$ cat src/rtl/sym_seq_pkg.sv
// Shared types for the symbol sequencer: inner walk-FSM encodings,
// controller states and the walk transition function.
package sym_seq_pkg;

    typedef enum logic [1:0] {
        ST0 = 2'b00,
        ST1 = 2'b01,
        ST2 = 2'b10,
        ST3 = 2'b11
    } walk_st_t;

    typedef enum logic [1:0] {
        CTL_IDLE = 2'b00,
        CTL_RUN  = 2'b01,
        CTL_DONE = 2'b10
    } ctl_st_t;

    // Next walk state for current state and input symbol; s=0 always holds
    // (except from ST3, which always falls back to ST0).
    function automatic walk_st_t walk_next(input walk_st_t cur, input logic [1:0] s);
        walk_st_t n;
        n = cur;
        case (cur)
            ST0: if (s == 2'd1) n = ST1; else if (s != 2'd0) n = ST2;
            ST1: if (s == 2'd3) n = ST3; else if (s != 2'd0) n = ST2;
            ST2: if (s != 2'd0) n = ST3;
            default: n = ST0;
        endcase
        return n;
    endfunction

endpackage

$ cat src/rtl/sym_walk_fsm.sv
// Inner walk FSM: consumes one 2-bit symbol per cycle; clr forces ST0.
module sym_walk_fsm
    import sym_seq_pkg::*;
(
    input  logic       clk,
    input  logic       res,
    input  logic       clr,
    input  logic [1:0] s,
    output logic [1:0] state
);

    walk_st_t r_st;
    walk_st_t w_nxt;

    // State register
    always_ff @(posedge clk or negedge res) begin
        if (!res) r_st <= ST0;
        else      r_st <= w_nxt;
    end

    // Next state: clear has priority over the symbol-driven transition
    always_comb begin
        w_nxt = walk_next(r_st, s);
        if (clr) w_nxt = ST0;
    end

    assign state = r_st;

endmodule

$ cat src/rtl/sym_seq_ctrl.sv
// Symbol sequencer: a DEPTH-entry symbol buffer drained one symbol per
// cycle into the walk FSM during a run started by 'start'.
// Optional macro SYM_SEQ_AUTOCLR_EN: an accepted start resets the walk FSM
// to ST0 so every run begins from a known state.
module sym_seq_ctrl
    import sym_seq_pkg::*;
#(
    parameter int DEPTH = 4,
    parameter int CNT_W = 4
) (
    input  logic                     clk,
    input  logic                     res,
    input  logic                     wr_en,
    input  logic [1:0]               wr_data,
    input  logic                     start,
    output logic                     busy,
    output logic                     done,
    output logic [1:0]               result,
    output logic [1:0]               fsm_state,
    output logic [CNT_W-1:0]         hits,
    output logic                     ovf,
    output logic [$clog2(DEPTH):0]   level
);

    localparam int             AW       = $clog2(DEPTH);
    localparam logic [AW:0]    LVL_FULL = (AW+1)'(DEPTH);
    localparam logic [AW:0]    LVL_ONE  = (AW+1)'(1);

    logic [1:0]       r_mem [DEPTH];
    logic [AW-1:0]    r_wp, r_rp;
    logic [AW:0]      r_level;
    ctl_st_t          r_ctl, w_ctl_nxt;
    logic [1:0]       r_result;
    logic [CNT_W-1:0] r_hits;
    logic             r_ovf;

    logic             w_pop, w_push, w_full, w_ovf_ev, w_start, w_last, w_clr;
    logic             w_enter_st3;
    logic [1:0]       w_s, w_walk;

    assign w_full   = (r_level == LVL_FULL);
    assign w_pop    = (r_ctl == CTL_RUN) && (r_level != '0);
    // A pop frees a slot in the same cycle, so a full buffer still accepts.
    assign w_push   = wr_en && (!w_full || w_pop);
    assign w_ovf_ev = wr_en && w_full && !w_pop;
    assign w_start  = (r_ctl == CTL_IDLE) && start && (r_level != '0);
    assign w_last   = w_pop && !w_push && (r_level == LVL_ONE);
    assign w_s      = w_pop ? r_mem[r_rp] : 2'b00;

`ifdef SYM_SEQ_AUTOCLR_EN
    assign w_clr = w_start;
`else
    assign w_clr = 1'b0;
`endif

    // ST3 always exits, so next==ST3 is exactly an entry into ST3
    assign w_enter_st3 = !w_clr && (walk_next(walk_st_t'(w_walk), w_s) == ST3);

    sym_walk_fsm u_walk (
        .clk   (clk),
        .res   (res),
        .clr   (w_clr),
        .s     (w_s),
        .state (w_walk)
    );

    // Buffer storage; contents are don't-care while level is 0
    always_ff @(posedge clk) begin
        if (w_push) r_mem[r_wp] <= wr_data;
    end

    // Buffer pointers and occupancy; pointers wrap naturally at 2^AW = DEPTH
    always_ff @(posedge clk or negedge res) begin
        if (!res) begin
            r_wp    <= '0;
            r_rp    <= '0;
            r_level <= '0;
        end else begin
            if (w_push) r_wp <= r_wp + 1'b1;
            if (w_pop)  r_rp <= r_rp + 1'b1;
            case ({w_push, w_pop})
                2'b10:   r_level <= r_level + 1'b1;
                2'b01:   r_level <= r_level - 1'b1;
                default: r_level <= r_level;
            endcase
        end
    end

    // Controller state register
    always_ff @(posedge clk or negedge res) begin
        if (!res) r_ctl <= CTL_IDLE;
        else      r_ctl <= w_ctl_nxt;
    end

    // Controller next state: run until the pop that empties the buffer
    always_comb begin
        w_ctl_nxt = r_ctl;
        case (r_ctl)
            CTL_IDLE: if (w_start) w_ctl_nxt = CTL_RUN;
            CTL_RUN:  if (w_last)  w_ctl_nxt = CTL_DONE;
            default:               w_ctl_nxt = CTL_IDLE;
        endcase
    end

    // Run status: result capture, saturating ST3 counter, sticky overflow
    always_ff @(posedge clk or negedge res) begin
        if (!res) begin
            r_result <= '0;
            r_hits   <= '0;
            r_ovf    <= 1'b0;
        end else begin
            if (r_ctl == CTL_DONE) r_result <= w_walk;
            if (w_start)                         r_hits <= '0;
            else if (w_enter_st3 && r_hits != '1) r_hits <= r_hits + 1'b1;
            if (w_ovf_ev)     r_ovf <= 1'b1;
            else if (w_start) r_ovf <= 1'b0;
        end
    end

    assign busy      = (r_ctl == CTL_RUN);
    assign done      = (r_ctl == CTL_DONE);
    assign result    = r_result;
    assign fsm_state = w_walk;
    assign hits      = r_hits;
    assign ovf       = r_ovf;
    assign level     = r_level;

endmodule

$ cat config.mk
export PLATFORM = sky130hd
export DESIGN_NAME = sym_seq_ctrl
export DESIGN_NICKNAME = d
export VERILOG_FILES = /design/src/rtl/sym_seq_pkg.sv /design/src/rtl/sym_walk_fsm.sv /design/src/rtl/sym_seq_ctrl.sv
export SDC_FILE = /design/constraint.sdc
export NUM_CORES = 1
export LEC_CHECK = 0
export ABC_AREA = 0
export BUFFER_PORTS_ARGS = -buffer_cell sky130_fd_sc_hd__buf_4
export CAP_MARGIN = 40
export CORE_AREA = 5 5 64 66
export CTS_BUF_LIST = sky130_fd_sc_hd__clkbuf_2
export CTS_CLUSTER_SIZE = 10
export DETAILED_ROUTE_END_ITERATION = 8
export DIE_AREA = 0 0 69 71
export GPL_TIMING_DRIVEN = 0
export PLACE_DENSITY = 0.58
export SLEW_MARGIN = 20
export SYNTH_ARGS = -nofsm -noshare
export SYNTH_HDL_FRONTEND = slang
export SYNTH_HIERARCHICAL = 1
export SYNTH_SLANG_ARGS = --single-unit
$ cat constraint.sdc
create_clock -name clk -period 2.57 [get_ports clk]
set_input_delay 0.514 -clock clk [delete_from_list [all_inputs] [get_ports clk]]
set_output_delay 0.514 -clock clk [all_outputs]
set_load 0.02 [all_outputs]
After elaboration in Yosys (flattened, before gate mapping)
Memory sizes are Yosys's and may differ from the RTL's.
Index checks and enable logic that the tools add are counted.
{"block": "totals", "regBits": 18, "latch_bits": 0, "mem_bits_rw": 8, "mem_bits_ro": 0, "in_bits": 6, "wordCells": 65, "mem_count": 1}
{"memory": "r_mem", "words": 4, "word_bits": 2, "rd": 1, "rd_clocked_by_memory_dff": 0, "write_ports": 1, "line_no": "sym_seq_ctrl.sv:29", "source": "logic [1:0] r_mem [DEPTH];"}
{"block": "classes", "n_addsub": 5, "n_mul": 0, "n_div": 0, "n_lt_le_gt_ge": 0, "eq_ne": 14, "shifts": 0, "muxes": 16, "n_bitwise": 0, "n_reduce_logical": 21}
{"operator": "2-bit 2-to-1 mux", "n": 7}
{"operator": "2-bit == test, second input constant", "n": 5}
{"operator": "1-bit logical AND", "n": 9}
{"operator": "2-bit by 1-bit == test with 1-bit output, second input constant", "n": 4}
{"operator": "4-bit 2-to-1 mux", "n": 2}
{"operator": "2-bit nonzero test", "n": 4}
{"operator": "2-bit case mux with 3 select lines", "n": 1}
{"operator": "3-bit case mux with 2 select lines", "n": 1}
{"operator": "2-bit by 1-bit adder with 2-bit output, second input constant", "n": 2}
{"operator": "4-bit by 1-bit adder with 4-bit output, second input constant", "n": 1}
{"operator": "2-bit logical NOT", "n": 2}
{"operator": "1-bit 2-to-1 mux", "n": 4}
{"operator": "4-bit != test, second input constant", "n": 1}
{"operator": "2-bit case mux with 2 select lines", "n": 1}
{"operator": "3-bit by 1-bit adder with 3-bit output, second input constant", "n": 1}
{"operator": "3-bit by 1-bit == test with 1-bit output, second input constant", "n": 1}
{"operator": "3-bit == test, second input constant", "n": 1}
{"operator": "1-bit logical NOT", "n": 3}
{"operator": "3-bit nonzero test", "n": 1}
{"operator": "3-bit by 1-bit subtractor with 3-bit output, second input constant", "n": 1}
{"operator": "2-bit by 1-bit != test with 1-bit output, second input constant", "n": 1}
{"operator": "2-bit != test, second input constant", "n": 1}
{"operator": "2-bit AND reduction", "n": 1}
{"operator": "1-bit logical OR", "n": 1}

Longest topological paths before layout
Gate-level depths: netlist of run 1.
{"block": "depth", "ltp_word": 11, "depth_mapped": 9, "mapped_depth_nobuf": 9}

Hierarchy
The synthesis of run 1 kept the hierarchy.
{"mod": "sym_seq_ctrl", "n_inst": 1, "cells_each": 95, "area_per_inst_um2": 1186.1}
{"mod": "sym_walk_fsm", "n_inst": 1, "cells_each": 9, "area_per_inst_um2": 103.8}

Least setup slack after synthesis of run 1
No wires, ideal clock.
{"block": "synth_timing", "kind": "reg2reg", "startpoint": "reg r_level[0] (netlist: level[0])", "endpoint": "reg r_level[2] (netlist: level[2])", "setup_time_ns": 0.134, "arrival_ns": 1.892, "setup_slack_ns": 0.543, "stages_incl_launch_ff": 10, "path_buffers": 0, "path_cell_list": "dfrtp_1 -> inv_1 -> ha_1 -> and3_1 -> nor2b_1 -> inv_1 -> ha_1 -> mux2i_1 -> nor2_1 -> xor2_1"}
{"block": "synth_between", "elab_chain_cells": 6, "elab_cells_between_ends": 12}
{"element": "start: declaration", "line_no": "sym_seq_ctrl.sv:31", "source": "logic [AW:0] r_level;"}
{"element": "start signal: assignment", "line_no": "sym_seq_ctrl.sv:82", "source": "2'b10: r_level <= r_level + 1'b1;"}
{"element": "start signal: assignment", "line_no": "sym_seq_ctrl.sv:83", "source": "2'b01: r_level <= r_level - 1'b1;"}
{"element": "start signal: assignment", "line_no": "sym_seq_ctrl.sv:84", "source": "default: r_level <= r_level;"}
{"element": "3-bit == test / 3-bit nonzero test (equally long branches)", "line_no": "sym_seq_ctrl.sv:41, sym_seq_ctrl.sv:42"}
{"element": "1-bit logical NOT / 1-bit logical AND (equally long branches)", "line_no": "sym_seq_ctrl.sv:44, sym_seq_ctrl.sv:42"}
{"element": "1-bit logical OR", "line_no": "sym_seq_ctrl.sv:44", "source": "assign w_push = wr_en && (!w_full || w_pop);"}
{"element": "1-bit logical AND", "line_no": "sym_seq_ctrl.sv:44"}
{"element": "2-bit by 1-bit == test with 1-bit output / 2-bit == test (equally long branches)", "line_no": "sym_seq_ctrl.sv:81", "source": "case ({w_push, w_pop})"}
{"element": "3-bit case mux with 2 select lines / 2-bit nonzero test (equally long branches)"}
Parallel ways exist; a longest one is shown, timed or not.
A chain may end at the register's enable or synchronous reset.

Worst setup path after layout of run 1
Same ends and word-level chain as after synthesis.

==> flow_summary.html, run 1 <==
<table>
<tr><th>Metric</th><th>Value</th></tr>
<tr><th colspan="2">Run status</th></tr>
<tr><td>Outcome</td><td>finished, final reports clean</td></tr>
<tr><th colspan="2">Synth</th></tr>
<tr><td>Combinational family with the most area after synthesis</td><td>simple AND/OR/NAND/NOR gates</td></tr>
<tr><td>Synthesized-area fraction occupied by xor and xnor cells</td><td>0.0475</td></tr>
<tr><td>Area share of the largest cell type after synthesis</td><td>0.349</td></tr>
<tr><td>Most used flip-flop cell after synthesis</td><td>sky130_fd_sc_hd__dfrtp_1</td></tr>
<tr><td>Count of mapped cells out of synthesis</td><td>104</td></tr>
<tr><td>Synth Area in Compound Gates</td><td>0.0679</td></tr>
<tr><td>Dominant cells by area after synthesis</td><td>sky130_fd_sc_hd__dfrtp_1 (35%), sky130_fd_sc_hd__edfxtp_1 (19%), sky130_fd_sc_hd__ha_1 (9.7%), sky130_fd_sc_hd__mux2i_1 (4.7%), sky130_fd_sc_hd__mux4_2 (3.5%)</td></tr>
<tr><td>Multiplexer area fraction after synthesis</td><td>0.0989</td></tr>
<tr><td>Number of enable-type register cells in the synthesized netlist</td><td>8</td></tr>
<tr><td>Ys async rst share</td><td>0.692</td></tr>
<tr><td>Post-synthesis sequential area ratio</td><td>0.535</td></tr>
<tr><td>Flip-flop and latch count after synthesis</td><td>26</td></tr>
<tr><td>Post-synth cell types</td><td>30</td></tr>
<tr><td>Cell area after technology mapping</td><td>1290 sq um</td></tr>
<tr><td>Total number of yosys warnings</td><td>6</td></tr>
<tr><td>Simple-gate area share of the yosys netlist</td><td>0.121</td></tr>
<tr><td>Syn avg cell area</td><td>12.4 sq um</td></tr>
<tr><td>Cell accounting for the most synthesized area</td><td>sky130_fd_sc_hd__dfrtp_1</td></tr>
<tr><td>Adder and majority gate portion of the synthesized area</td><td>0.0970</td></tr>
<tr><th colspan="2">Die</th></tr>
<tr><td>Overall die area</td><td>4900 sq um</td></tr>
<tr><td>Number of rows in the core area</td><td>22</td></tr>
<tr><td>Initial cell density of the core</td><td>0.366</td></tr>
<tr><td>Ports placed on the boundary</td><td>20</td></tr>
<tr><td>DIE WIDTH</td><td>69 um</td></tr>
<tr><td>Die H</td><td>71 um</td></tr>
<tr><td>Core ar.</td><td>3520 sq um</td></tr>
<tr><th colspan="2">Routing</th></tr>
<tr><td>Total via count in the routed design</td><td>810</td></tr>
<tr><td>Antenna Nets Post-Route</td><td>0</td></tr>
<tr><td>Total length of routed wires</td><td>2.19 mm</td></tr>
<tr><td>Average vias per placed instance</td><td>4.58</td></tr>
<tr><td>Routed WL per cell</td><td>12.4 um</td></tr>
<tr><td>Number of remaining DRC errors</td><td>0</td></tr>
<tr><td>Initial detailed-routing violation count</td><td>37</td></tr>
<tr><td>Initial DRT Pass Iterations</td><td>4</td></tr>
<tr><th colspan="2">Global routing</th></tr>
<tr><td>First-pass GRT wire length</td><td>3.72 mm</td></tr>
<tr><td>Global routing usage on met3</td><td>0.0227</td></tr>
<tr><td>Overflow left after global routing</td><td>0</td></tr>
<tr><td>Largest net degree at the start of global routing</td><td>19</td></tr>
<tr><td>Number of global-route vias before repair</td><td>849</td></tr>
<tr><td>Tot GR Track Use</td><td>0.0939</td></tr>
<tr><td>Number of antenna violations at the first check in global routing</td><td>0</td></tr>
<tr><td>Met1 track utilization from global routing</td><td>0.108</td></tr>
<tr><td>Met2 global-route usage</td><td>0.165</td></tr>
<tr><td>Layer with the highest usage</td><td>met2</td></tr>
<tr><th colspan="2">Critical path</th></tr>
<tr><td>Required time of the worst setup path</td><td>2.86 ns</td></tr>
<tr><td>Maximum net fanout on the critical path</td><td>7</td></tr>
<tr><td>Worst EP arrival</td><td>2.41 ns</td></tr>
<tr><td>Crit Path Class</td><td>reg -&gt; reg</td></tr>
<tr><td>Worst setup EP type</td><td>register</td></tr>
<tr><td>Launching element type of the critical path</td><td>register</td></tr>
<tr><th colspan="2">Finish</th></tr>
<tr><td>Fraction of layout instances using a drive strength above 1</td><td>0.225</td></tr>
<tr><td>Diodes inserted</td><td>0</td></tr>
<tr><td>Area growth, synth to finish</td><td>18.2%</td></tr>
<tr><td>Layout net count</td><td>146</td></tr>
<tr><td>Total of fill cells in the finished design</td><td>356</td></tr>
<tr><th colspan="2">Clock network</th></tr>
<tr><td>CTS clk-pin slew, worst paths</td><td>0.24 ns</td></tr>
<tr><td>Maximum buffer depth of the clock tree</td><td>2</td></tr>
<tr><td>Resized cells post-CTS</td><td>0</td></tr>
<tr><td>CTS Root Cell</td><td>sky130_fd_sc_hd__clkbuf_2</td></tr>
<tr><td>Skew-Pair Late Insertion Delay</td><td>0.34 ns</td></tr>
<tr><td>Clock buffers created by TritonCTS</td><td>3</td></tr>
<tr><td>Number of levels the H-tree was split into</td><td>1</td></tr>
<tr><td>Post-CTS Setup Repair Bufs</td><td>0</td></tr>
<tr><td>Count of hold-fix buffers inserted at cts</td><td>1</td></tr>
<tr><td>Total number of clock tree sinks</td><td>26</td></tr>
<tr><td>Clock tree from TritonCTS</td><td>yes</td></tr>
<tr><th colspan="2">Placement</th></tr>
<tr><td>Count of port buffers added during placement</td><td>19</td></tr>
<tr><td>Detail Placement HPWL</td><td>1.68 mm</td></tr>
<tr><td>GPL Wtd Cong</td><td>0.713</td></tr>
<tr><th colspan="2">Timing</th></tr>
<tr><td>Setup clock skew after layout</td><td>0.0125 ns</td></tr>
<tr><td># setup viols final</td><td>0</td></tr>
<tr><td>Final TNS setup</td><td>0 ns</td></tr>
<tr><td>Final number of hold-violating endpoints</td><td>0</td></tr>
<tr><td>Final count of pins violating max slew</td><td>0</td></tr>
<tr><td>Setup repair after global routing missed its margin</td><td>false</td></tr>
<tr><td>Tmin final</td><td>2.11 ns</td></tr>
<tr><td>Maximum frequency from static timing analysis</td><td>474 MHz</td></tr>
<tr><td>Hold slack final</td><td>0.366 ns</td></tr>
<tr><td>Post-route clock period utilization</td><td>0.821</td></tr>
<tr><th colspan="2">Pwr</th></tr>
<tr><td>Ratio of total power to cell area</td><td>1160 nW/um^2</td></tr>
<tr><td>Largest vdd supply drop</td><td>0.538 mV</td></tr>
<tr><td>Static Leakage</td><td>0.741 nW</td></tr>
<tr><th colspan="2">Run</th></tr>
<tr><td>Total of max-cap violations</td><td>0</td></tr>
<tr><th colspan="2">Worst hold path</th></tr>
<tr><td>Worst min-delay path class</td><td>in -&gt; reg</td></tr>
</table>
report_power, final:
part           internal, W  leakage, nW  switching (W)
registers         0.000581        0.302       0.000142
clock network    0.0000338       0.0140       0.000117
logic             0.000422        0.425       0.000470
stage by stage:
step | utilization | total power [W] | worst slack [ns] | instances | cell area, sq um
floorplan | - | 0.00135 | 0.543 | 105 | 1290
global placement | 0.425 | 0.00160 | 0.490 | 172 | 1500
detailed placement | 0.425 | 0.00164 | 0.475 | 172 | 1500
CTS | 0.433 | 0.00179 | 0.423 | 177 | 1530
global route | 0.433 | 0.00191 | 0.247 | 177 | 1530
finish | 0.433 | 0.00176 | 0.460 | 177 | 1530
cells in the final DEF (no fill, tap or decap), types with 2 or more instances in the layout:
master,instances
sky130_fd_sc_hd__ha_1,10
sky130_fd_sc_hd__edfxtp_1,8
sky130_fd_sc_hd__nand2_1,8
sky130_fd_sc_hd__inv_1,9
sky130_fd_sc_hd__o211ai_1,2
sky130_fd_sc_hd__mux2i_1,6
sky130_fd_sc_hd__mux4_2,2
sky130_fd_sc_hd__clkbuf_2,3
sky130_fd_sc_hd__xnor2_1,4
sky130_fd_sc_hd__nand2b_1,3
sky130_fd_sc_hd__o21ai_0,3
sky130_fd_sc_hd__mux2_2,2
sky130_fd_sc_hd__conb_1,2
sky130_fd_sc_hd__dfrtp_1,18
sky130_fd_sc_hd__nor2_1,3
sky130_fd_sc_hd__nor2b_1,2
sky130_fd_sc_hd__xor2_1,3
sky130_fd_sc_hd__buf_4,19
sky130_fd_sc_hd__and2_1,5
sky130_fd_sc_hd__a211oi_1,2
sky130_fd_sc_hd__and3_1,2
worst max-delay path, stage by stage (launching register included):
cell	delay [ns]
sky130_fd_sc_hd__dfrtp_1	0.48
sky130_fd_sc_hd__inv_1	0.09
sky130_fd_sc_hd__ha_1	0.20
sky130_fd_sc_hd__and3_1	0.18
sky130_fd_sc_hd__nor2b_1	0.36
sky130_fd_sc_hd__inv_1	0.09
sky130_fd_sc_hd__ha_1	0.37
sky130_fd_sc_hd__nor2_1	0.15
sky130_fd_sc_hd__xor2_1	0.15
worst paths after layout:
check	start	to	slack [ns]	depth (start not counted)
worst max register to register	level[0]	level[2]	0.46	8
worst max-delay path	level[0]	level[2]	0.46	8
worst min register to register	result[0]	result[0]	0.51	2
worst min-delay path	wr_data[1]	r_mem[2][1]	0.37	1
min in group asynchronous	res	result[1]	0.53	2
max in group asynchronous	res	r_wp[1]	1.83	2
cells in the mapped netlist, types with 2 or more instances:
| library cell | number |
|---|---|
| sky130_fd_sc_hd__nand2_1 | 8 |
| sky130_fd_sc_hd__and3_1 | 2 |
| sky130_fd_sc_hd__xor2_1 | 3 |
| sky130_fd_sc_hd__inv_1 | 9 |
| sky130_fd_sc_hd__mux4_2 | 2 |
| sky130_fd_sc_hd__xnor2_1 | 4 |
| sky130_fd_sc_hd__o21ai_0 | 3 |
| sky130_fd_sc_hd__nor2b_1 | 2 |
| sky130_fd_sc_hd__nor2_1 | 3 |
| sky130_fd_sc_hd__nand2b_1 | 3 |
| sky130_fd_sc_hd__mux2_2 | 2 |
| sky130_fd_sc_hd__dfrtp_1 | 18 |
| sky130_fd_sc_hd__and2_1 | 5 |
| sky130_fd_sc_hd__edfxtp_1 | 8 |
| sky130_fd_sc_hd__mux2i_1 | 6 |
| sky130_fd_sc_hd__o211ai_1 | 2 |
| sky130_fd_sc_hd__a211oi_1 | 2 |
| sky130_fd_sc_hd__ha_1 | 10 |
final cells by class:
cell class	instances	area (sq um)	area share
Multi-Input combinational cell	69	566	0.371
Clock buffer	3	15.0	0.00984
Tap cell	48	60.1	0.0394
Timing Repair Buffer	20	153	0.100
Buffer	1	3.75	0.00246
Clock inverter	1	3.75	0.00246
Sequential cell	26	691	0.453
Inverter	9	33.8	0.0221
registers in the layout, summed over array words and instances, names as in the netlist:
register      count
r_mem             8
ovf               1
result            2
hits              4
r_rp              2
u_walk/state      2
level             3
r_ctl             2
r_wp              2
per-layer routing:
layer | routed length, um | vias up | part of all wire
li1 | - | 406 | -
met1 | 1010 | 385 | 0.46
met2 | 1080 | 17 | 0.50
met3 | 77 | 2 | 0.035
met4 | 16 | 0 | 0.0073
met5 | 0 | - | 0
kinds of logic after synthesis:
| family | Yosys count |
|---|---|
| compound gates | 12 |
| xor+xnor | 7 |
| fa+ha+maj | 10 |
| buf+inv | 10 |
| flops | 26 |
| mux | 10 |
| other cells | 1 |
| simple gates | 28 |
Power figures use the tool's default switching activity.
==> run 2, diff against run 1 <==
- PLACE_DENSITY: 0.58 -> 0.6
- clock period: 2.57 -> 1.9 ns (I/O delays scaled with it)
==> run 2 against run 1 <==
Sequential share of layout area is 1.2 points lower. Sequential cell count stayed put. Worst setup slack worse by 0.37 ns. Total power is 40% higher. Combinational power is 46% higher. Sequential power is 35% higher. Non-clock buffer count is 2 higher. Critical path depth stayed put. Critical path type unchanged.
==> flow_summary.html, run 2 (synthesized netlist as in run 1, its figures left out) <==
<table>
<tr><th>Metric</th><th>Value</th></tr>
<tr><th colspan="2">Run status</th></tr>
<tr><td>Outcome</td><td>finished, final reports clean</td></tr>
<tr><th colspan="2">Finish</th></tr>
<tr><td>Fraction of layout instances using a drive strength above 1</td><td>0.298 (+0.0729)</td></tr>
<tr><td>Total of fill cells in the finished design</td><td>361 (+1.4%)</td></tr>
<tr><td>Top library cells by usage in the layout, fill and taps aside</td><td>sky130_fd_sc_hd__buf_4 (22), sky130_fd_sc_hd__dfrtp_1 (16), sky130_fd_sc_hd__ha_1 (10)</td></tr>
<tr><td>Fin area</td><td>1570 sq um (+3.1%)</td></tr>
<tr><td>Post-layout instance count excluding filler cells</td><td>179 (+1.1%)</td></tr>
<tr><td>Most common cell after layout, fill and taps aside</td><td>sky130_fd_sc_hd__buf_4</td></tr>
<tr><td>Area used by multi-input combinational logic</td><td>592 sq um (+4.6%)</td></tr>
<tr><td>Diodes inserted</td><td>0 (unchanged)</td></tr>
<tr><td>FF/Latch Area</td><td>693 sq um (+0.36%)</td></tr>
<tr><td>Max reg flops</td><td>8 (unchanged)</td></tr>
<tr><td>Layout net count</td><td>148 (+1.4%)</td></tr>
<tr><td>Area growth, synth to finish</td><td>21.9%</td></tr>
<tr><td>Register containing the most flip-flops in the final layout</td><td>r_mem</td></tr>
<tr><th colspan="2">Placement</th></tr>
<tr><td>Total placed instance area</td><td>1500 sq um (+0.33%)</td></tr>
<tr><td>Count of port buffers added during placement</td><td>19 (unchanged)</td></tr>
<tr><td>Number of placed instances, taps included</td><td>172 (unchanged)</td></tr>
<tr><td>Detail Placement HPWL</td><td>1.70 mm (+1.4%)</td></tr>
<tr><td>GPL Wtd Cong</td><td>0.752 (+5.5%)</td></tr>
<tr><td>Worst setup slack before clock tree synthesis</td><td>-0.0591 ns (-0.534 ns)</td></tr>
<tr><th colspan="2">Clock network</th></tr>
<tr><td>Clock tree from TritonCTS</td><td>yes</td></tr>
<tr><td>Number of levels the H-tree was split into</td><td>1 (unchanged)</td></tr>
<tr><td>CTS clk-pin slew, worst paths</td><td>0.24 ns (about the same)</td></tr>
<tr><td>CTS Root Cell</td><td>sky130_fd_sc_hd__clkbuf_2</td></tr>
<tr><td>Clock buffers created by TritonCTS</td><td>3 (unchanged)</td></tr>
<tr><td>Maximum buffer depth of the clock tree</td><td>2 (unchanged)</td></tr>
<tr><td>Total number of clock tree sinks</td><td>26 (unchanged)</td></tr>
<tr><td>Skew-Pair Late Insertion Delay</td><td>0.35 ns (about the same)</td></tr>
<tr><th colspan="2">Critical path</th></tr>
<tr><td>Worst setup EP type</td><td>register</td></tr>
<tr><td>Cell type group with the largest total delay on the critical path</td><td>simple AND/OR/NAND/NOR gates</td></tr>
<tr><td>Number of buffer and inverter instances along the worst setup path</td><td>1 (-1)</td></tr>
<tr><td>Crit Path Class</td><td>reg -&gt; reg</td></tr>
<tr><td>Delay of the slowest cell on the worst path</td><td>0.45 ns (-0.03 ns)</td></tr>
<tr><td>Required time of the worst setup path</td><td>2.17 ns (-0.69 ns)</td></tr>
<tr><td>Cell Chain, Critical Path</td><td>nand2b_2 &gt; and3_1 &gt; nor2b_4 &gt; inv_1 &gt; ha_1 &gt; mux2i_1 &gt; nor2_2 &gt; xor2_1</td></tr>
<tr><td>Maximum net fanout on the critical path</td><td>6 (-1)</td></tr>
<tr><td>Cell type of the slowest stage on the worst timing path</td><td>sky130_fd_sc_hd__dfrtp_1</td></tr>
<tr><td>Launching element type of the critical path</td><td>register</td></tr>
<tr><td>Worst EP arrival</td><td>2.07 ns (-0.34 ns)</td></tr>
<tr><th colspan="2">Pwr</th></tr>
<tr><td>Largest vdd supply drop</td><td>0.765 mV (+42%)</td></tr>
<tr><td>Ratio of total power to cell area</td><td>1580 nW/um^2 (+36%)</td></tr>
<tr><td>Static Leakage</td><td>0.762 nW (+2.8%)</td></tr>
<tr><th colspan="2">Run</th></tr>
<tr><td>Total of max-cap violations</td><td>0 (unchanged)</td></tr>
<tr><th colspan="2">Timing</th></tr>
<tr><td>Hold slack final</td><td>0.214 ns (-0.152 ns)</td></tr>
<tr><td>Setup slack of the critical path after layout</td><td>0.0923 ns (-0.367 ns)</td></tr>
<tr><td>Maximum frequency from static timing analysis</td><td>553 MHz (+17%)</td></tr>
<tr><td>Setup clock skew after layout</td><td>0.00679 ns (-0.00566 ns)</td></tr>
<tr><td>Tmin final</td><td>1.81 ns (-0.303 ns)</td></tr>
<tr><td># setup viols final</td><td>0 (unchanged)</td></tr>
<tr><td>Final count of pins violating max slew</td><td>0 (unchanged)</td></tr>
<tr><td>Final number of hold-violating endpoints</td><td>0 (unchanged)</td></tr>
<tr><td>Post-route clock period utilization</td><td>0.951 (+0.130)</td></tr>
<tr><th colspan="2">Die</th></tr>
<tr><td>DIE WIDTH</td><td>69 um (unchanged)</td></tr>
<tr><td>Overall die area</td><td>4900 sq um (unchanged)</td></tr>
<tr><td>Initial cell density of the core</td><td>0.366 (unchanged)</td></tr>
<tr><td>Ports placed on the boundary</td><td>20 (unchanged)</td></tr>
<tr><td>Number of rows in the core area</td><td>22 (unchanged)</td></tr>
<tr><td>Die H</td><td>71 um (unchanged)</td></tr>
<tr><td>Core ar.</td><td>3520 sq um (unchanged)</td></tr>
<tr><th colspan="2">Routing</th></tr>
<tr><td>Number of remaining DRC errors</td><td>0 (unchanged)</td></tr>
<tr><td>Total length of routed wires</td><td>2.24 mm (+2.6%)</td></tr>
<tr><td>Average vias per placed instance</td><td>4.68 (+2.2%)</td></tr>
<tr><td>Initial detailed-routing violation count</td><td>33 (-11%)</td></tr>
<tr><td>Total via count in the routed design</td><td>837 (+3.3%)</td></tr>
<tr><td>Initial DRT Pass Iterations</td><td>4 (unchanged)</td></tr>
<tr><td>Antenna Nets Post-Route</td><td>0 (unchanged)</td></tr>
<tr><td>Routed WL per cell</td><td>12.5 um (+1.4%)</td></tr>
<tr><th colspan="2">Worst hold path</th></tr>
<tr><td>Worst min-delay path class</td><td>in -&gt; reg</td></tr>
<tr><th colspan="2">Global routing</th></tr>
<tr><td>First-pass GRT wire length</td><td>4.25 mm (+14%)</td></tr>
<tr><td>Largest net degree at the start of global routing</td><td>19 (unchanged)</td></tr>
<tr><td>Number of antenna violations at the first check in global routing</td><td>0 (unchanged)</td></tr>
<tr><td>Overflow left after global routing</td><td>0 (unchanged)</td></tr>
<tr><td>Number of global-route vias before repair</td><td>957 (+13%)</td></tr>
<tr><td>Tot GR Track Use</td><td>0.106 (+0.0122)</td></tr>
</table>
## run 2: timing repair
action	CTS	global route
setup buffers	2	1
setup endpoints to repair	7	8
resized for setup	3	4
hold endpoints to repair	18	0
gates cloned	0	0
hold buffers	1	0
## run 2: worst paths after layout
kind | from | endpoint | slack [ns] | depth (start not counted)
max | r_ctl[1] | level[2] | 0.09 | 8
max reg2reg | r_ctl[1] | level[2] | 0.09 | 8
min | wr_data[1] | r_mem[0][1] | 0.21 | 1
min reg2reg | result[0] | result[0] | 0.52 | 2
min in group asynchronous | res | u_walk/state[1] | 0.39 | 2
max in group asynchronous | res | level[1] | 1.29 | 2
## run 2: area by class of cell
class / count / area share
inverter: 9 / 0.0215
tap: 48 / 0.0382
multi-input combinational: 69 / 0.376
clock buffer: 3 / 0.00955
sequential: 26 / 0.441
clock inverter: 1 / 0.00239
timing repair buffer: 23 / 0.111
## run 2: worst register-to-register path: cells and delay by family (launching register included)
family                     cells  cell delay, ns
and+or+nand+nor                4            0.67
DFF                            1            0.45
adders and majority gates      1            0.24
muxes                          1            0.20
xor gates and xnor gates       1            0.13
buffers and inverters          1            0.04
## run 2: power breakdown
part / internal (W) / total, W / switching, W
Combinational: 0.000627 / 0.00130 / 0.000670
Sequential: 0.000789 / 0.000973 / 0.000184
Clock: 0.0000457 / 0.000209 / 0.000163
Total: 0.00146 / 0.00248 / 0.00102
## run 2: routing by layer
metal | wire (um) | share of wire | track usage | vias up
met5 | 0 | 0 | 0 | -
met4 | 16 | 0.0071 | 0.0260 | 0
met3 | 104 | 0.046 | 0.0369 | 2
met2 | 1150 | 0.51 | 0.193 | 19
met1 | 971 | 0.43 | 0.119 | 408
li1 | - | - | - | 408
## run 2: per-stage QoR
| stage | power [W] | util | setup TNS [ns] |
|---|---|---|---|
| after CTS | 0.00247 | 0.440 | 0 |
| after floorplan | 0.00183 | - | 0 |
| final | 0.00248 | 0.446 | 0 |
| after detailed placement | 0.00222 | 0.426 | -0.265 |
| after global placement | 0.00218 | 0.426 | -0.0582 |
| after global routing | 0.00272 | 0.446 | -0.0341 |
==> run 3, diff against run 2 <==
- CTS_BUF_LIST: sky130_fd_sc_hd__clkbuf_2 -> unset
==> run 3 against run 2 <==
Clock skew fell by 0.0020 ns. Critical endpoint is now hits[3]. Core utilization up 0.28 points. Register-to-register slack gained 0.02 ns. Sequential power rose by 0.6%. Die area did not move. Sequential cell count is the same. Critical path type unchanged.
==> flow_summary.html, run 3 (synthesized netlist as in run 1, its figures left out) <==
<table>
<tr><th>Metric</th><th>Value</th></tr>
<tr><th colspan="2">Timing</th></tr>
<tr><td>Final count of pins violating max slew</td><td>0 (unchanged)</td></tr>
<tr><td>Setup slack of the critical path after layout</td><td>0.114 ns (+0.0216 ns)</td></tr>
<tr><td>Post-route clock period utilization</td><td>0.940 (-0.0114)</td></tr>
<tr><td># setup viols final</td><td>0 (unchanged)</td></tr>
<tr><td>Hold slack final</td><td>0.256 ns (+0.0419 ns)</td></tr>
<tr><td>Maximum frequency from static timing analysis</td><td>560 MHz (+1.2%)</td></tr>
<tr><td>Setup clock skew after layout</td><td>0.00477 ns (-0.00202 ns)</td></tr>
<tr><td>Final number of hold-violating endpoints</td><td>0 (unchanged)</td></tr>
<tr><td>Setup repair after global routing missed its margin</td><td>false</td></tr>
<tr><td>Tmin final</td><td>1.79 ns (-0.0216 ns)</td></tr>
<tr><th colspan="2">Placement</th></tr>
<tr><td>Detail Placement HPWL</td><td>1.70 mm (unchanged)</td></tr>
<tr><td>Number of placed instances, taps included</td><td>172 (unchanged)</td></tr>
<tr><td>Count of port buffers added during placement</td><td>19 (unchanged)</td></tr>
<tr><td>Worst setup slack before clock tree synthesis</td><td>-0.0591 ns (unchanged)</td></tr>
<tr><td>GPL Wtd Cong</td><td>0.752 (unchanged)</td></tr>
<tr><th colspan="2">Routing</th></tr>
<tr><td>Total length of routed wires</td><td>2.19 mm (-2.4%)</td></tr>
<tr><td>Initial detailed-routing violation count</td><td>27 (-18%)</td></tr>
<tr><td>Initial DRT Pass Iterations</td><td>2 (-2)</td></tr>
<tr><td>Antenna Nets Post-Route</td><td>0 (unchanged)</td></tr>
<tr><td>Number of remaining DRC errors</td><td>0 (unchanged)</td></tr>
<tr><td>Average vias per placed instance</td><td>4.72 (+0.92%)</td></tr>
<tr><td>Total via count in the routed design</td><td>840 (+0.36%)</td></tr>
<tr><td>Routed WL per cell</td><td>12.3 um (-1.8%)</td></tr>
<tr><th colspan="2">Pwr</th></tr>
<tr><td>Relative contribution of the clock network to total power</td><td>0.109 (+0.025)</td></tr>
<tr><td>Comb pwr share</td><td>0.504 (-0.019)</td></tr>
<tr><td>Power spent charging and discharging nets</td><td>0.00100 W (-1.6%)</td></tr>
<tr><td>Sequential power share</td><td>0.387 (-0.006)</td></tr>
<tr><td>Switching share of power</td><td>0.396 (-0.0143)</td></tr>
<tr><td>Ratio of total power to cell area</td><td>1600 nW/um^2 (+1.3%)</td></tr>
<tr><td>Static Leakage</td><td>0.762 nW (about the same)</td></tr>
<tr><td>Total power</td><td>0.00253 W (+1.9%)</td></tr>
<tr><td>Pint</td><td>0.00153 W (+4.4%)</td></tr>
<tr><td>Largest vdd supply drop</td><td>0.777 mV (+1.6%)</td></tr>
<tr><th colspan="2">Global routing</th></tr>
<tr><td>Largest net degree at the start of global routing</td><td>19 (unchanged)</td></tr>
<tr><td>Number of antenna violations at the first check in global routing</td><td>0 (unchanged)</td></tr>
<tr><td>Overflow left after global routing</td><td>0 (unchanged)</td></tr>
<tr><td>Number of global-route vias before repair</td><td>946 (-1.1%)</td></tr>
<tr><td>First-pass GRT wire length</td><td>4.22 mm (-0.82%)</td></tr>
<tr><td>Tot GR Track Use</td><td>0.106 (-0.000600)</td></tr>
<tr><th colspan="2">Worst hold path</th></tr>
<tr><td>Worst min-delay path class</td><td>in -&gt; reg</td></tr>
<tr><th colspan="2">Critical path</th></tr>
<tr><td>Required time of the worst setup path</td><td>2.15 ns (-0.02 ns)</td></tr>
<tr><td>FF-to-FF setup slack</td><td>0.11 ns (+0.02 ns)</td></tr>
<tr><td>Worst EP arrival</td><td>2.04 ns (-0.03 ns)</td></tr>
<tr><td>Launching element type of the critical path</td><td>register</td></tr>
<tr><td>Worst setup EP type</td><td>register</td></tr>
<tr><td>Crit Path Class</td><td>reg -&gt; reg</td></tr>
<tr><td>Maximum net fanout on the critical path</td><td>4 (-2)</td></tr>
<tr><th colspan="2">Finish</th></tr>
<tr><td>Max reg flops</td><td>8 (unchanged)</td></tr>
<tr><td>Area growth, synth to finish</td><td>22.7%</td></tr>
<tr><td>Total of fill cells in the finished design</td><td>353 (-2.2%)</td></tr>
<tr><td>FF/Latch Area</td><td>693 sq um (unchanged)</td></tr>
<tr><td>Layout net count</td><td>147 (-0.68%)</td></tr>
<tr><td>Post-layout instance count excluding filler cells</td><td>178 (-0.56%)</td></tr>
<tr><td>Diodes inserted</td><td>0 (unchanged)</td></tr>
<tr><td>Area used by multi-input combinational logic</td><td>592 sq um (unchanged)</td></tr>
<tr><td>Top library cells by usage in the layout, fill and taps aside</td><td>sky130_fd_sc_hd__buf_4 (21), sky130_fd_sc_hd__dfrtp_1 (16), sky130_fd_sc_hd__inv_1 (9), sky130_fd_sc_hd__ha_1 (9)</td></tr>
<tr><td>Fraction of layout instances using a drive strength above 1</td><td>0.300 (+0.00229)</td></tr>
<tr><td>Most common cell after layout, fill and taps aside</td><td>sky130_fd_sc_hd__buf_4</td></tr>
<tr><td>Register containing the most flip-flops in the final layout</td><td>r_mem</td></tr>
<tr><th colspan="2">Clock network</th></tr>
<tr><td>CTS Root Cell</td><td>sky130_fd_sc_hd__clkbuf_4</td></tr>
<tr><td>Maximum buffer depth of the clock tree</td><td>2 (unchanged)</td></tr>
<tr><td>CTS clk-pin slew, worst paths</td><td>0.14 ns (-0.10 ns)</td></tr>
<tr><td>Total number of clock tree sinks</td><td>26 (unchanged)</td></tr>
<tr><td>Skew-Pair Late Insertion Delay</td><td>0.32 ns (-0.03 ns)</td></tr>
<tr><td>Number of levels the H-tree was split into</td><td>1 (unchanged)</td></tr>
<tr><td>Clock buffers created by TritonCTS</td><td>3 (unchanged)</td></tr>
<tr><td>Clock tree from TritonCTS</td><td>yes</td></tr>
<tr><th colspan="2">Die</th></tr>
<tr><td>Die H</td><td>71 um (unchanged)</td></tr>
<tr><td>Overall die area</td><td>4900 sq um (unchanged)</td></tr>
<tr><td>Core ar.</td><td>3520 sq um (unchanged)</td></tr>
<tr><td>DIE WIDTH</td><td>69 um (unchanged)</td></tr>
<tr><td>Initial cell density of the core</td><td>0.366 (unchanged)</td></tr>
<tr><td>Ports placed on the boundary</td><td>20 (unchanged)</td></tr>
<tr><td>Number of rows in the core area</td><td>22 (unchanged)</td></tr>
<tr><th colspan="2">Run status</th></tr>
<tr><td>Outcome</td><td>finished, final reports clean</td></tr>
<tr><th colspan="2">Run</th></tr>
<tr><td>Total of max-cap violations</td><td>0 (unchanged)</td></tr>
</table>
-- run 3: layer usage --
layer,part of all wire,global-route usage,routed length [um]
met2,0.51,0.191,1110
met5,0,0,0
met3,0.041,0.0369,89
met1,0.44,0.119,969
met4,0.0073,0.0260,16
-- run 3: worst max-delay path: stages, from the launching register on --
cell                       delay, ns
sky130_fd_sc_hd__dfrtp_1        0.46
sky130_fd_sc_hd__mux4_2         0.55
sky130_fd_sc_hd__o211a_1        0.28
sky130_fd_sc_hd__o211ai_1       0.22
sky130_fd_sc_hd__mux2i_1        0.21
-- run 3: worst paths after layout --
kind	depth (start not counted)	end	startpoint
max in group asynchronous	2	level[0]	res
max	4	hits[3]	r_rp[0]
max reg2reg	4	hits[3]	r_rp[0]
min	1	r_mem[1][1]	wr_data[1]
min in group asynchronous	2	u_walk/state[1]	res
min reg2reg	2	result[0]	result[0]
-- run 3: area by class of cell --
type	count	share of cell area
Sequential cell	26	0.438
Multi-Input combinational cell	69	0.374
Timing Repair Buffer	22	0.106
Tap cell	48	0.0379
Clock buffer	4	0.0229
Inverter	9	0.0213
-- run 3: power by group through the flow --
stage	clock network (W)	registers, W	logic (W)
floorplan	0	0.00109	0.000742
global placement	0	0.000990	0.00119
detailed placement	0	0.00100	0.00121
CTS	0.000292	0.000980	0.00125
global route	0.000319	0.00102	0.00145
finish	0.000276	0.000979	0.00127
-- run 3: timing repair --
item                                    4_1_cts  5_1_grt
endpoints found under the hold margin        18        0
endpoints found under the setup margin        7       11
hold buffers                                  1        0
resized for setup                             2        5
buffers inserted                              1        1
pin swaps                                     0        0
-- run 3: per-stage QoR --
stage | utilization | setup TNS, ns | cell area, sq um
detailed placement | 0.426 | -0.265 | 1500
CTS | 0.442 | 0 | 1560
floorplan | - | 0 | 1300
finish | 0.449 | 0 | 1580
global route | 0.449 | 0 | 1580
global placement | 0.426 | -0.0582 | 1500
